`src/rtl/dm_arbiter.sv`:
```
// dm_arbiter: round-robin arbiter between two requesters onto a word-only data memory, with read-modify-write byte-enable stores.
// Optional `DM_ARB_TRACE_EN` prints every committed DM write.
module dm_arbiter #(
  parameter int ADDR_W = 32,
  parameter int DATA_W = 32
) (
  input  logic              CLK,
  input  logic              Reset,
  input  logic              req0,
  input  logic              we0,
  input  logic [3:0]        be0,
  input  logic [ADDR_W-1:0] addr0,
  input  logic [DATA_W-1:0] wdata0,
  output logic              ack0,
  input  logic              req1,
  input  logic              we1,
  input  logic [3:0]        be1,
  input  logic [ADDR_W-1:0] addr1,
  input  logic [DATA_W-1:0] wdata1,
  output logic              ack1,
  output logic [DATA_W-1:0] rdata,
  output logic [1:0]        gnt,
  output logic              busy,
  output logic [ADDR_W-1:0] dm_addr,
  output logic [DATA_W-1:0] dm_wd,
  output logic              dm_we,
  input  logic [DATA_W-1:0] dm_rd
);
  typedef enum logic [1:0] {IDLE, ACCESS, MERGE, DONE} state_t;
  state_t            state_q;
  logic              last_q, we_q, ack0_q, ack1_q;
  logic [1:0]        gnt_q;
  logic [3:0]        be_q;
  logic [ADDR_W-1:0] addr_q;
  logic [DATA_W-1:0] wdata_q, merged_q, rdata_q, merged_d;
  logic              pick1, full, none, partial;
  always_comb begin
    // port 1 wins when alone, or on a tie when port 0 was served last
    pick1 = req1 & (~req0 | ~last_q);
    full = &be_q;
    none = ~|be_q;
    partial = we_q & ~full & ~none;
    merged_d = dm_rd;
    for (int i = 0; i < 4; i++)
      merged_d[8*i +: 8] = be_q[i] ? wdata_q[8*i +: 8] : dm_rd[8*i +: 8];
  end
  assign dm_we = (state_q == ACCESS && we_q && full) || state_q == MERGE;
  assign dm_wd = state_q == MERGE ? merged_q : wdata_q;
  assign dm_addr = addr_q & ~ADDR_W'(3);
  assign busy = state_q != IDLE;
  assign gnt = gnt_q;
  assign ack0 = ack0_q;
  assign ack1 = ack1_q;
  assign rdata = rdata_q;
  always_ff @(posedge CLK or posedge Reset) begin
    if (Reset) begin
      state_q  <= IDLE;
      last_q   <= 1'b1;
      gnt_q    <= 2'b00;
      ack0_q   <= 1'b0;
      ack1_q   <= 1'b0;
      we_q     <= 1'b0;
      be_q     <= 4'b0;
      addr_q   <= '0;
      wdata_q  <= '0;
      merged_q <= '0;
      rdata_q  <= '0;
    end else begin
      case (state_q)
        IDLE: if (req0 | req1) begin
          we_q    <= pick1 ? we1 : we0;
          be_q    <= pick1 ? be1 : be0;
          addr_q  <= pick1 ? addr1 : addr0;
          wdata_q <= pick1 ? wdata1 : wdata0;
          gnt_q   <= pick1 ? 2'b10 : 2'b01;
          last_q  <= pick1;
          state_q <= ACCESS;
        end
        ACCESS: begin
          if (!we_q) rdata_q <= dm_rd;
          merged_q <= merged_d;
          ack0_q   <= gnt_q[0] & ~partial;
          ack1_q   <= gnt_q[1] & ~partial;
          state_q  <= partial ? MERGE : DONE;
        end
        MERGE: begin
          ack0_q  <= gnt_q[0];
          ack1_q  <= gnt_q[1];
          state_q <= DONE;
        end
        default: begin
          ack0_q  <= 1'b0;
          ack1_q  <= 1'b0;
          gnt_q   <= 2'b00;
          state_q <= IDLE;
        end
      endcase
    end
  end
`ifdef DM_ARB_TRACE_EN
  always @(posedge CLK)
    if (dm_we && !Reset) $display("P%0d: *%h <= %h", gnt_q[1], dm_addr, dm_wd);
`endif
endmodule

```
`config.mk`:
```
export PLATFORM = sky130hd
export DESIGN_NAME = dm_arbiter
export DESIGN_NICKNAME = d
export VERILOG_FILES = /design/src/rtl/dm_arbiter.sv
export SDC_FILE = /design/constraint.sdc
export NUM_CORES = 1
export LEC_CHECK = 0
export ABC_AREA = 1
export ABC_CLOCK_PERIOD_IN_PS = 15400
export BUFFER_PORTS_ARGS = -buffer_cell sky130_fd_sc_hd__clkbuf_2
export CAP_MARGIN = 0
export CORE_MARGIN = 2
export CORE_UTILIZATION = 45
export CTS_BUF_LIST = sky130_fd_sc_hd__clkbuf_16
export CTS_CLUSTER_DIAMETER = 100
export DETAILED_ROUTE_END_ITERATION = 10
export GPL_ROUTABILITY_DRIVEN = 0
export PLACE_DENSITY = 0.75
export SLEW_MARGIN = 10
export SYNTH_ARGS = -nofsm -noshare
export SYNTH_HDL_FRONTEND = slang
export SYNTH_SLANG_ARGS = --single-unit
```
`constraint.sdc`:
```
create_clock -name CLK -period 15.4 [get_ports CLK]
set_input_delay 3.85 -clock CLK [delete_from_list [all_inputs] [get_ports CLK]]
set_output_delay 3.85 -clock CLK [all_outputs]
set_load 0.02 [all_outputs]
```
# Yosys cells after proc, flatten, opt, wreduce, memory -nomap -nowiden
# Index checks and enable logic that the tools add are counted.
[totals]
regBits = 140
out_inout_bits = 102
elab_cells = 55
[op_classes]
eq_ne = 3
mux = 17
n_bitwise = 13
n_reduce_logical = 11
[ops]
columns = ["cell", "n"]
rows = [
  ["2-to-1 mux 32 bit", 3],
  ["2-to-1 mux 8 bit", 4],
  ["2-to-1 mux 2 bit", 3],
  ["inverter 1 bit", 6],
  ["case mux 1 bit (3 select lines)", 2],
  ["case mux 2 bit (3 select lines)", 1],
  ["AND reduction 2 bit", 3],
  ["AND 1 bit", 5],
  ["2-to-1 mux 4 bit", 1],
  ["case mux 2 bit (2 select lines)", 1],
  ["AND reduction 4 bit", 1],
  ["OR reduction 4 bit", 1],
  ["equality test 2 x 1 -> 1 bit, second input constant", 1],
  ["equality test 2 bit, second input constant", 1],
  ["logical AND 1 bit", 2],
  ["zero test 2 bit", 1],
  ["2-to-1 mux 1 bit", 2],
  ["!= test 2 bit, second input constant", 1],
  ["bitwise OR 1 bit", 2],
  ["nonzero test 2 bit", 1],
  ["OR reduction 2 bit", 1],
  ["logical OR 1 bit", 1],
]

# Depth between registers and ports, before layout
[depth]
ltp_word = 7
ltp_mapped = 8
mapped_depth_nobuf = 8

# Least setup slack after synthesis
# Ideal clock, no wire load.
[synth_timing]
path_kind = "register to output"
from = "reg state_q[0]"
to = "out dm_wd[22]"
t_arrival_ns = 1.459
required_ns = 11.550
setup_slack_ns = 10.091
path_stages_with_launch = 6
n_path_buf = 2
path_cell_list = "dfrtp_1 -> inv_1 -> ha_1 -> clkbuf_1 -> clkbuf_1 -> o21ai_0"
[synth_via]
elab_chain_len = 2
[synth_lines]
columns = ["item", "line", "rtl"]
rows = [
  ["start: declaration", "30", "state_t state_q;"],
  ["start signal: assignment", "84", "state_q <= partial ? MERGE : DONE;"],
  ["equality test 2 bit", "48", "assign dm_wd = state_q == MERGE ? merged_q : wdata_q;"],
  ["2-to-1 mux 32 bit", "48", ""],
  ["end: declaration", "25", "output logic [DATA_W-1:0] dm_wd,"],
]
# No other way between the ends.

# Worst setup path after layout
[layout_timing]
from = "reg state_q[0]"
to = "out dm_wd[31]"
# The elaborated chain is that of the path after synthesis.

==> impl_metrics.yaml <==
clock_network:
  clkTransAtPathRegs_ps: 60
  clock-sinks: 138
  htreeDepth: 4
  tritoncts: "done"
  cts_hold_buf: 0
  cts_buffer_depth: 2
  ctsResizeCount: 0
  postCtsSetupBuffers: 0
  cts_buffers: 17
  root_buffer: "clkbuf_16"
  clkLatencyLatePin_ps: 420
power:
  ir_drop_v: 0.0000972
  internal_power_w: 0.00111
  sw_frac_of_total_pct: 44.3
  p_clk_share_pct: 19.6
  finalPower_w: 0.00198
  switching_power_w: 0.000878
  power.density_nw_per_um2: 238
  leakage_nw: 4.25
  seq_power_share_pct: 33.3
  combinationalPowerShare_pct: 47.1
global_route:
  grt_usage_pct: 24.4
  grt_pass1_vias: 5634
  grt_first_pass_wirelength_um: 28300
  grt_antenna_before_repair: 0
  grt_max_degree: 94
  gr-total-overflow: 0
drt:
  drc: 0
  first_pass_iters: 5
  wl_per_cell_um: 15.7
  wirelength_um: 18400
  drt_iter0_markers: 466
  via_per_inst: 5.19
  vias: 6083
  antenna_left: 0
layout:
  num_antenna_cells: 0
  syn_to_final_growth_pct: 30.4
  layout-drive-gt1-share_pct: 34.9
  nNetsFinal: 1158
setup_path:
  r2r_setup_slack_ps: 12910
  crit_buf_inv: 3
  required_ps: 11550
  critPathMaxFanout: 63
  worst_path_max_delay_cell: "ha_2"
  cp-start-kind: "register"
  critical_path_class: "register to output pin"
  crit_top_cell: "inv_1"
  slowest_delay_ps: 880
  cp_top_family: "adder cells"
  arrival_ps: 2570
  worst_setup_path_end_kind: "output pin"
  path_cells: "inv_1 > ha_2 > inv_1 > o21ai_0 > clkbuf_2"
timing:
  fin_worst_skew_ps: 10.6
  hold_viol_final: 0
  worst_slew_pin_slew_ps: 1090
  fmax_mhz: 156
  hold_slack_ps: 475
  fin_tns_setup_ps: 0
  rsz0062_at_grt: "false"
  relSlewSlack_pct: 27.5
  finalMaxSlewViolations: 0
  fin_crit_ps: 6420
  setup_violations: 0
  timing.final.crit_share_pct: 41.7
logic_synthesis:
  syn_inst: 734
  synth_ff_type: "dfrtp_1"
  synth_enable_flop_cells: 0
  ys_seq_area_share_pct: 54.0
  synth_warnings: 0
  syn_area_um2: 6400
  synth_top_area_cell: "dfrtp_1"
  synthTopCellsByCount: "nand2_1, dfrtp_1, o21ai_0, nor2_1, inv_1"
  synth_top_area_share_pct: 53.6
  yosysMostFrequentCell: "nand2_1"
  yosys.cell_types.count: 27
  async_flop_share_pct: 100
  yosys_register_bits: 138
  avgSynthCellArea_um2: 8.72
  synth_area_leaders: "dfrtp_1, nand2_1, o21ai_0, mux2_2, nor2_1"
die:
  core_um2: 13900
  die_area_um2: 15200
  dieHeight_um: 123
  rows: 43
  start_util_pct: 46.1
  pin_count: 276
  die_x_um: 123
min_path:
  hp-class: "register to register"
place:
  portBuffers: 269
  dp_hpwl_um: 12500
run_status:
  status: "completed"
flow_run:
  drv_cap: 0
worst paths after layout:
path,cells after the start,end,startpoint
worst min register to register,2,last_q$_DFFE_PP1P_,last_q$_DFFE_PP1P_
worst max register to register,8,addr_q[24]$_DFFE_PP0P_,state_q[1]$_DFFE_PP0N_
min in group asynchronous,2,addr_q[3]$_DFFE_PP0P_,Reset
worst min-delay path,2,last_q$_DFFE_PP1P_,last_q$_DFFE_PP1P_
worst max-delay path,5,dm_wd[31],state_q[0]$_DFFE_PP0N_
max in group asynchronous,3,rdata[31]$_DFFE_PP0P_,Reset
final cells by class:
type	instances	area (um2)
clock buffer	17	425
sequential	138	3450
inverter	48	185
timing repair buffer	275	1390
tap	180	225
clock inverter	15	138
multi-input combinational	500	2520
fill	1265	5540
per-stage QoR:
| step | utilization (%) | worst slack [ps] | cells | instance area [um2] |
|---|---|---|---|---|
| 6_report | 60.1 | 8980 | 1173 | 8340 |
| 4_1_cts | 60.1 | 8900 | 1173 | 8340 |
| 2_1_floorplan | - | 7860 | 735 | 6400 |
| 3_5_place_dp | 56.0 | 9410 | 1141 | 7780 |
| 3_3_place_gp | 56.0 | 9450 | 1141 | 7780 |
| 5_1_grt | 60.1 | 8730 | 1173 | 8340 |
cell usage in the layout (no fill, tap or decap), types with 2 or more instances in the layout:
cell type	synthesis	layout
clkinv_4	0	4
buf_4	8	6
inv_2	3	3
nor2_1	93	93
mux2_2	32	32
clkbuf_16	0	17
clkinv_2	0	4
conb_1	1	2
nand3_1	13	13
inv_1	41	43
a31oi_1	31	31
o21ai_0	99	99
ha_2	0	2
clkinv_1	4	5
nand2_1	168	168
ha_1	4	2
bufinv_16	0	2
dfrtp_1	137	137
o22ai_1	36	36
clkbuf_2	0	269
o21ai_1	15	15
routing by layer:
layer	GRT usage (%)	up-vias	wire length [um]
li1	-	2942	-
met1	31.3	2831	7700
met2	39.9	284	9000
met3	5.81	26	1380
met4	9.38	0	346
met5	0	-	0
flip-flops by register name, summed over array words and instances, names as in the netlist:
name / flops
ack0: 1
ack1: 1
addr_q: 30
be_q: 4
gnt: 2
last_q: 1
merged_q: 32
rdata: 32
state_q: 2
wdata_q: 32
we_q: 1
tightest hold or removal path, delay by kind of cell (launching register included):
kind,cells,cell delay (ps)
DFF,1,370
and+or+nand+nor,2,110
cells by family (layout without fill, tap and decap cells):
kind of cell | after synthesis | after routing | synth area share, %
AO/OA/AOI/OAI | 184 | 184 | 16.0
multiplexers | 32 | 32 | 5.63
flip-flops | 138 | 138 | 54.0
other | 1 | 2 | 0.0586
buffers and inverters | 97 | 355 | 6.71
AND/OR/NAND/NOR | 278 | 278 | 16.9
adder cells (fa/ha/maj) | 4 | 4 | 0.782
power by group through the flow:
| stage | Clock [W] | Combinational (W) | Sequential, W |
|---|---|---|---|
| 2_1_floorplan | 0 | 0.000561 | 0.000733 |
| 3_3_place_gp | 0 | 0.000920 | 0.000658 |
| 3_5_place_dp | 0 | 0.000940 | 0.000662 |
| 4_1_cts | 0.000396 | 0.000940 | 0.000660 |
| 5_1_grt | 0.000411 | 0.00103 | 0.000683 |
| 6_report | 0.000389 | 0.000934 | 0.000661 |
Power figures use the tool's default switching activity.
